--- src/rtl/div_measure_pkg.sv ---
// rtl/div_measure_pkg.sv - shared defines, state encodings and types for div_measure.
// Optional duty-cycle checking is built only when DIV_MEASURE_DUTY_CHECK_EN is defined.
`ifndef DIV_MEASURE_DEFINES
`define DIV_MEASURE_DEFINES
`define SIZE 4
`define DM_IDLE      2'd0
`define DM_WAIT_RISE 2'd1
`define DM_MEAS_HIGH 2'd2
`define DM_MEAS_LOW  2'd3
`endif

package div_measure_pkg;
  localparam int SIZE_W = `SIZE;

  typedef enum logic [1:0] {
    S_IDLE      = `DM_IDLE,
    S_WAIT_RISE = `DM_WAIT_RISE,
    S_MEAS_HIGH = `DM_MEAS_HIGH,
    S_MEAS_LOW  = `DM_MEAS_LOW
  } dm_state_t;
endpackage

--- src/rtl/div_measure_edge_sync.sv ---
// rtl/div_measure_edge_sync.sv - two-flop synchronizer plus delay flop producing rise/fall pulses.
module edge_sync (
  input  logic clk,
  input  logic reset,
  input  logic din,
  output logic rise,
  output logic fall
);
  logic s1, s2, s3;

  always_ff @(posedge clk or posedge reset) begin
    if (reset) begin
      s1 <= 1'b0;
      s2 <= 1'b0;
      s3 <= 1'b0;
    end else begin
      s1 <= din;
      s2 <= s1;
      s3 <= s2;
    end
  end

  assign rise = s2 & ~s3;
  assign fall = ~s2 & s3;
endmodule

--- src/rtl/div_measure.sv ---
// rtl/div_measure.sv - measures period, high and low time of a divided clock; detects lock and overflow.
// Define DIV_MEASURE_DUTY_CHECK_EN to build the duty-cycle comparator behind duty_err.
module div_measure
  import div_measure_pkg::*;
#(
  parameter int LOCK_CNT = 4
) (
  input  logic             clk,
  input  logic             reset,
  input  logic             enable,
  input  logic             div_in,
  output logic [`SIZE-1:0] n_meas,
  output logic [`SIZE-1:0] high_cnt,
  output logic [`SIZE-1:0] low_cnt,
  output logic             meas_valid,
  output logic             odd,
  output logic             locked,
  output logic             ovf,
  output logic             duty_err
);
  localparam logic [`SIZE-1:0] CNT_MAX = '1;
  localparam int MW = $clog2(LOCK_CNT + 1);

  dm_state_t        state_q, state_d;
  logic [`SIZE-1:0] hi_q, hi_d, lo_q, lo_d;
  logic [`SIZE:0]   sum;
  logic [MW-1:0]    match_q, match_d;
  logic             rise, fall, publish, overflow;

  edge_sync u_edge_sync (
    .clk   (clk),
    .reset (reset),
    .din   (div_in),
    .rise  (rise),
    .fall  (fall)
  );

  assign sum = {1'b0, hi_q} + {1'b0, lo_q};

  always_ff @(posedge clk or posedge reset) begin
    if (reset) begin
      state_q <= S_IDLE;
      hi_q    <= '0;
      lo_q    <= '0;
    end else begin
      state_q <= state_d;
      hi_q    <= hi_d;
      lo_q    <= lo_d;
    end
  end

  always_comb begin
    state_d  = state_q;
    hi_d     = hi_q;
    lo_d     = lo_q;
    publish  = 1'b0;
    overflow = 1'b0;
    if (!enable) begin
      state_d = S_IDLE;
    end else begin
      case (state_q)
        S_IDLE: state_d = S_WAIT_RISE;
        S_WAIT_RISE: begin
          if (rise) begin
            state_d = S_MEAS_HIGH;
            hi_d    = `SIZE'(1);
            lo_d    = '0;
          end
        end
        S_MEAS_HIGH: begin
          if (hi_q == CNT_MAX) overflow = 1'b1;
          else if (fall) begin
            state_d = S_MEAS_LOW;
            lo_d    = `SIZE'(1);
          end else hi_d = hi_q + `SIZE'(1);
        end
        S_MEAS_LOW: begin
          if (lo_q == CNT_MAX) overflow = 1'b1;
          else if (rise) begin
            // Next period starts on the same rise edge, so no edge is lost.
            if (sum[`SIZE]) overflow = 1'b1;
            else publish = 1'b1;
            state_d = S_MEAS_HIGH;
            hi_d    = `SIZE'(1);
            lo_d    = '0;
          end else lo_d = lo_q + `SIZE'(1);
        end
        default: state_d = S_IDLE;
      endcase
      if (overflow) state_d = S_WAIT_RISE;
    end
  end

  always_comb begin
    match_d = MW'(1);
    if (match_q != '0 && sum[`SIZE-1:0] == n_meas)
      match_d = (match_q == MW'(LOCK_CNT)) ? match_q : match_q + MW'(1);
  end

  always_ff @(posedge clk or posedge reset) begin
    if (reset) begin
      n_meas     <= '0;
      high_cnt   <= '0;
      low_cnt    <= '0;
      meas_valid <= 1'b0;
      odd        <= 1'b0;
      locked     <= 1'b0;
      ovf        <= 1'b0;
      match_q    <= '0;
    end else begin
      meas_valid <= publish;
      if (!enable) begin
        locked  <= 1'b0;
        ovf     <= 1'b0;
        match_q <= '0;
      end else if (overflow) begin
        ovf     <= 1'b1;
        locked  <= 1'b0;
        match_q <= '0;
      end else if (publish) begin
        n_meas   <= sum[`SIZE-1:0];
        high_cnt <= hi_q;
        low_cnt  <= lo_q;
        odd      <= sum[0];
        match_q  <= match_d;
        locked   <= (match_d == MW'(LOCK_CNT));
      end
    end
  end

`ifdef DIV_MEASURE_DUTY_CHECK_EN
  logic [`SIZE-1:0] diff;
  assign diff = (hi_q > lo_q) ? hi_q - lo_q : lo_q - hi_q;

  always_ff @(posedge clk or posedge reset) begin
    if (reset) duty_err <= 1'b0;
    else if (publish && enable) duty_err <= (diff > `SIZE'(1));
  end
`else
  assign duty_err = 1'b0;
`endif
endmodule

--- config.mk ---
export PLATFORM = sky130hd
export DESIGN_NAME = div_measure
export DESIGN_NICKNAME = d
export VERILOG_FILES = /design/src/rtl/div_measure_pkg.sv /design/src/rtl/div_measure_edge_sync.sv /design/src/rtl/div_measure.sv
export SDC_FILE = /design/constraint.sdc
export NUM_CORES = 1
export LEC_CHECK = 0
export BUFFER_PORTS_ARGS = -buffer_cell sky130_fd_sc_hd__buf_2
export CORE_MARGIN = 3
export CORE_UTILIZATION = 33
export CTS_CLUSTER_DIAMETER = 60
export DETAILED_ROUTE_END_ITERATION = 12
export HOLD_SLACK_MARGIN = 0.02
export PLACE_DENSITY_LB_ADDON = 0.3
export SLEW_MARGIN = 15
export SYNTH_ARGS = -nofsm -noshare
export SYNTH_HDL_FRONTEND = slang
export SYNTH_SLANG_ARGS = --single-unit
--- constraint.sdc ---
create_clock -name clk -period 2.25 [get_ports clk]
set_input_delay 0.1125 -clock clk [delete_from_list [all_inputs] [get_ports clk]]
set_output_delay 0.1125 -clock clk [all_outputs]
set_load 0.01 [all_outputs]
-- Yosys cells after proc, flatten, opt, wreduce, memory -nomap -nowiden
Index checks and enable logic that the tools add are counted.
- register bits: 32
- bits of input ports: 4
- output and inout bits: 17
- multiplexer cells: 40
- reductions and logical operators: 8
- equal/unequal tests: 18
- add/subtract/negate cells: 4
- bitwise operators: 5
- operators by type and width (cell ; count):
    $mux 4 ; 9
    $pmux 4 s3 ; 2
    $mux 1 ; 16
    $mux 3 ; 5
    $mux 2 ; 6
    $ne 4x4->1 const B ; 3
    $ne 2x2->1 const B ; 5
    $add 4x1->4 const B ; 2
    $eq 4x4->1 const B ; 2
    $pmux 2 s4 ; 1
    $eq 3x3->1 const B ; 2
    $reduce_and 3->1 ; 2
    $reduce_and 6->1 ; 1
    $reduce_bool 3->1 ; 2
    $add 4x4->5 ; 1
    $reduce_and 5->1 ; 1
    $eq 2x2->1 const B ; 2
    $eq 4x4->1 ; 1
    $add 3x1->3 const B ; 1
    $ne 3x1->1 const B ; 1
    $not 1->1 ; 3
    $and 1x1->1 ; 2
    $eq 2x1->1 const B ; 1
    $logic_not 2->1 ; 1
    3 further kinds ; 3

-- Logic depth before layout (Yosys ltp)
- depth in word-level cells: 9
- gate-level depth with buffers: 8

-- Cells and area by module
A second synthesis with hierarchy kept.
- cells, all modules: 172
- area, all modules: 1666.6 um^2
- modules (own cells, without submodules) (module ; seq. area each (um^2) ; cells an instance ; times used ; area an instance (um^2)):
    div_measure ; 700.7 ; 166 ; 1 ; 1572.8
    edge_sync ; 75.1 ; 6 ; 1 ; 93.8

-- Worst setup path after synthesis
Ideal clock, no wire load.
- path type: reg-to-reg
- start: register hi_q[0]
- end: register high_cnt[0]
- data required time: 2.122 ns
- period minus slack after synthesis: 2.171 ns
- slack: 0.079 ns
- path buffers: 1
- cell stages (with the launch flop): 8
- arrival time: 2.043 ns
- path through: dfrtp_1 > ha_1 > fa_1 > a21o_1 > a21oi_1 > nand3_2 > buf_2 > mux2_1
- longest elaborated chain between the ends: 9
- ends and longest elaborated chain (item ; RTL line ; source):
    from (decl) ; div_measure.sv:25 ; logic [`SIZE-1:0] hi_q, hi_d, lo_q, lo_d;
    from (signal assigned) ; div_measure.sv:47 ; hi_q <= hi_d;
    $add 4x4->5 ; div_measure.sv:38 ; assign sum = {1'b0, hi_q} + {1'b0, lo_q};
    $mux 1 ; div_measure.sv:81 ; if (sum[`SIZE]) overflow = 1'b1;
    $mux 1 ; div_measure.sv:79 ; else if (rise) begin
    $mux 1 ; div_measure.sv:78 ; if (lo_q == CNT_MAX) overflow = 1'b1;
    $pmux 1 s2 ; div_measure.sv:61 ; case (state_q)
    $mux 1 (2 in a row) ; div_measure.sv:58 ; if (!enable) begin
    $not 1->1 (no source line) ; -- ;
    $reduce_and 3->1 (no source line) ; -- ;
    to (signal assigned) ; div_measure.sv:122 ; high_cnt <= hi_q;
    to (decl) ; div_measure.sv:13 ; output logic [`SIZE-1:0] high_cnt,
Several ways; a longest one is shown, not always the timed one. The select of a mux whose other input is x is not followed.
A chain may end at the register's enable or synchronous reset.

-- Worst setup path in the final report
- start: register hi_q[0]
- end: register low_cnt[0]
- longest elaborated chain between the ends: 9
- ends and longest elaborated chain (item ; RTL line ; source):
    $add 4x4->5 ; div_measure.sv:38 ;
    $mux 1 ; div_measure.sv:81 ;
    $mux 1 ; div_measure.sv:79 ;
    $mux 1 ; div_measure.sv:78 ;
    $pmux 1 s2 ; div_measure.sv:61 ;
    $mux 1 (2 in a row) ; div_measure.sv:58 ;
    $not 1->1 (no source line) ; -- ;
    $reduce_and 3->1 (no source line) * ; -- ;
    to (signal assigned) ; div_measure.sv:123 ; low_cnt <= lo_q;
    to (decl) ; div_measure.sv:14 ; output logic [`SIZE-1:0] low_cnt,
Mark *: on every way between the ends. The rest lies on a longest branch, timed or not. The select of a mux whose other input is x is not followed.

==> flow_summary.ini <==
[synth]
syn_inst = 158
syn_nets = 171
ys_types = 44
yosysWarnings = 0
ys_ff_latch = 31
synth_edf_count = 0
synth_flop_cell = dfrtp_1
syn_area_um2 = 1650
ys_seq_area_share_pct = 46.9
synthArstFlopShare_pct = 100
avgSynthCellArea_um2 = 10.5

[grt]
grt_start_max_net_pins = 32
track_usage_pct = 12.2
grt_first_pass_wirelength_um = 5720
antenna_found_initial = 0
grt_pass1_vias = 1230
grt_overflow_total = 0

[drt]
dr.first_iter.drc_count = 36
vias = 1235
drtPass1Iterations = 4
vias_per_cell = 4.77
drtAntennaViolNets = 0
drc = 0
wl_um = 3280
wire_per_inst_um = 12.7

[clocking]
htreeDepth = 2
clk_pin_slew_worst_paths_ps = 60
numCtsBuffers = 5
clock_latency_ps = 280
clock_tree.buffer_depth = 2
post_cts_buffers = 0
cts_tree = yes
cts_sinks = 31
cts_root_buf = clkbuf_8

[sta]
rsz0062_at_grt = true
setup_violations = 0
hold_viol = 0
period_share_pct = 95.6
setup_tns_ps = 0
maxClockFrequency_mhz = 465
clock_skew_ps = 7.28
period_minus_slack_ps = 2150
slew_violations = 0

[floorplanning]
core_area_um2 = 4790
initial_utilization_pct = 34.5
rows = 25
die_x_um = 76.8
ios = 21
die_area_um2 = 5890
die_h_um = 76.8

[power]
combPwrFrac_pct = 14.5
powerDensity_nw_per_um2 = 607
p_int_mw = 0.881
netSwitchingPower_mw = 0.318
p_sw_share_pct = 26.5
ir_worst_vdd_v = 0.000320
total_power_mw = 1.20
p_seq_share_pct = 50.5
pwr-share-clk_pct = 35.0
p_leak_nw = 1.02

[critical_path]
worst_setup_path_end_kind = flop
cp_data_arrival_time_ps = 2310
cp.required_ps = 2410
r2r_setup_slack_ps = 100
worstPathMaxFanout = 6
path_class = flop to flop
startpoint = hi_q[0]
r2r-end = low_cnt[0]
worstSetupEndpoint = low_cnt[0]
r2r-start = hi_q[0]
startpoint_type = flop
rr_worst_depth = 7

[final_layout]
fin_util_pct = 41.3
drive_gt1_share_pct = 23.4
antenna_cells = 0
nets = 204
nFillCells = 463
final_area_um2 = 1980
syn2layout_area_growth_pct = 19.5

[placed_design]
hpwl_um = 2430
gp_congestion = 0.819
portBuffers = 19
placed_area_um2 = 1870

[status]
status = finished, final reports clean

[job]
cap_violations = 0

[worst_hold_path]
hp-class = input pin to flop
power by group through the flow:
stage	sequential [mW]	combinational [mW]	clock (mW)
floorplan	0.625	0.106	0
global route	0.611	0.198	0.456
global placement	0.617	0.172	0
CTS	0.607	0.177	0.434
finish	0.606	0.174	0.420
detailed placement	0.617	0.172	0
kinds of logic (layout without fill, tap and decap cells):
kind of cell / count (synthesis) / after routing / share of synthesized area [%]
other: 1 / 1 / 0.227
AO/OA/AOI/OAI: 38 / 38 / 15.7
multiplexers: 9 / 9 / 6.13
adder cells (fa/ha/maj): 9 / 9 / 7.27
XOR/XNOR: 6 / 6 / 4.01
flip-flops: 31 / 31 / 46.9
AND/OR/NAND/NOR: 50 / 50 / 15.5
buffers and inverters: 14 / 48 / 4.24
sequential cells by signal, summed over array words and instances, names as in the netlist, 2 cells and up:
name,cells
hi_q,4
high_cnt,4
match_q,3
state_q,2
n_meas,4
lo_q,4
low_cnt,4
layer usage:
layer | wire length, µm | global-route usage, % | vias to the layer above
li1 | - | - | 620
met1 | 1560 | 15.3 | 590
met2 | 1580 | 19.9 | 20
met3 | 114 | 3.29 | 5
met4 | 33 | 4.35 | 0
met5 | 0 | 0 | -
stage by stage:
stage	hold slack (ps)	setup slack [ps]	instances
floorplan	144	79.0	158
global placement	214	109	249
detailed placement	217	51.2	249
CTS	131	34.9	259
global route	132	-32.4	259
finish	135	98.0	259
cell usage after synthesis, drive strengths merged (2+ instances only):
cell | number | share of area, %
nor2 | 7 | 1.6
nand2 | 15 | 3.4
o21ai | 12 | 3.9
a22o | 2 | 1.1
nand2b | 4 | 1.5
nor2b | 5 | 1.9
a21oi | 5 | 1.5
and3 | 2 | 0.76
ha | 8 | 6.1
mux2 | 9 | 6.1
xnor2 | 3 | 1.6
o21a | 2 | 1.4
o31ai | 4 | 2.1
nor3 | 4 | 1.2
o22ai | 3 | 1.1
buf | 5 | 2.2
a21boi | 3 | 1.4
nand3b | 2 | 0.91
nand3 | 6 | 2.1
inv | 8 | 1.8
xor2 | 2 | 1.1
a21o | 3 | 1.4
dfrtp | 31 | 47
placed cells by master, fill, tap and decap left out, types with 3 or more instances in the layout:
| master | Yosys | routed |
|---|---|---|
| dfrtp_1 | 31 | 31 |
| buf_2 | 2 | 19 |
| nand2_1 | 15 | 15 |
| o21ai_0 | 10 | 10 |
| buf_4 | 2 | 10 |
| inv_1 | 8 | 8 |
| ha_1 | 8 | 8 |
| nor2_1 | 7 | 7 |
| nand3_1 | 5 | 5 |
| nor2b_1 | 5 | 5 |
| mux2_2 | 5 | 5 |
| clkbuf_8 | 0 | 5 |
| a21oi_1 | 5 | 4 |
| nand2b_1 | 4 | 4 |
| nor3_1 | 4 | 4 |
| mux2_1 | 4 | 4 |
| a21o_1 | 3 | 3 |
| xnor2_1 | 3 | 3 |
| a21boi_0 | 3 | 3 |
| o22ai_1 | 3 | 3 |
| o31ai_1 | 3 | 3 |
worst max-delay path, cell delays in order, from the launching register on:
cell and delay (ps):
dfrtp_1 380, ha_1 220, fa_1 400, a21o_1 200
a21oi_2 170, nand3_2 150, buf_4 200, mux2_1 310
cell type report:
class                           count  area [µm²]  area share [%]
Tap cell                           67        83.8            4.24
Timing Repair Buffer               31         190            9.63
Clock inverter                      1        5.00           0.253
Sequential cell                    31         776            39.3
Multi-Input combinational cell    113         811            41.0
Clock buffer                        7        76.3            3.86
Inverter                            9        33.8            1.71
timing repair:
item                                    CTS  global route
hold buffers                              2             0
resized for setup                         0             1
endpoints found under the setup margin    0             9
hold endpoints to repair                 32             0
worst min-delay path by stage:
stage          slack (ps)   start             end  depth (start not counted)
6_report              130  enable      state_q[0]                          2
5_1_grt               130  enable             ovf                          2
4_1_cts               130  enable             ovf                          2
3_5_place_dp          220   reset      meas_valid                          3
3_3_place_gp          210   reset      meas_valid                          3
2_1_floorplan         140  div_in  u_edge_sync.s1                          0
No activity file was read; power rests on OpenSTA's default activity.
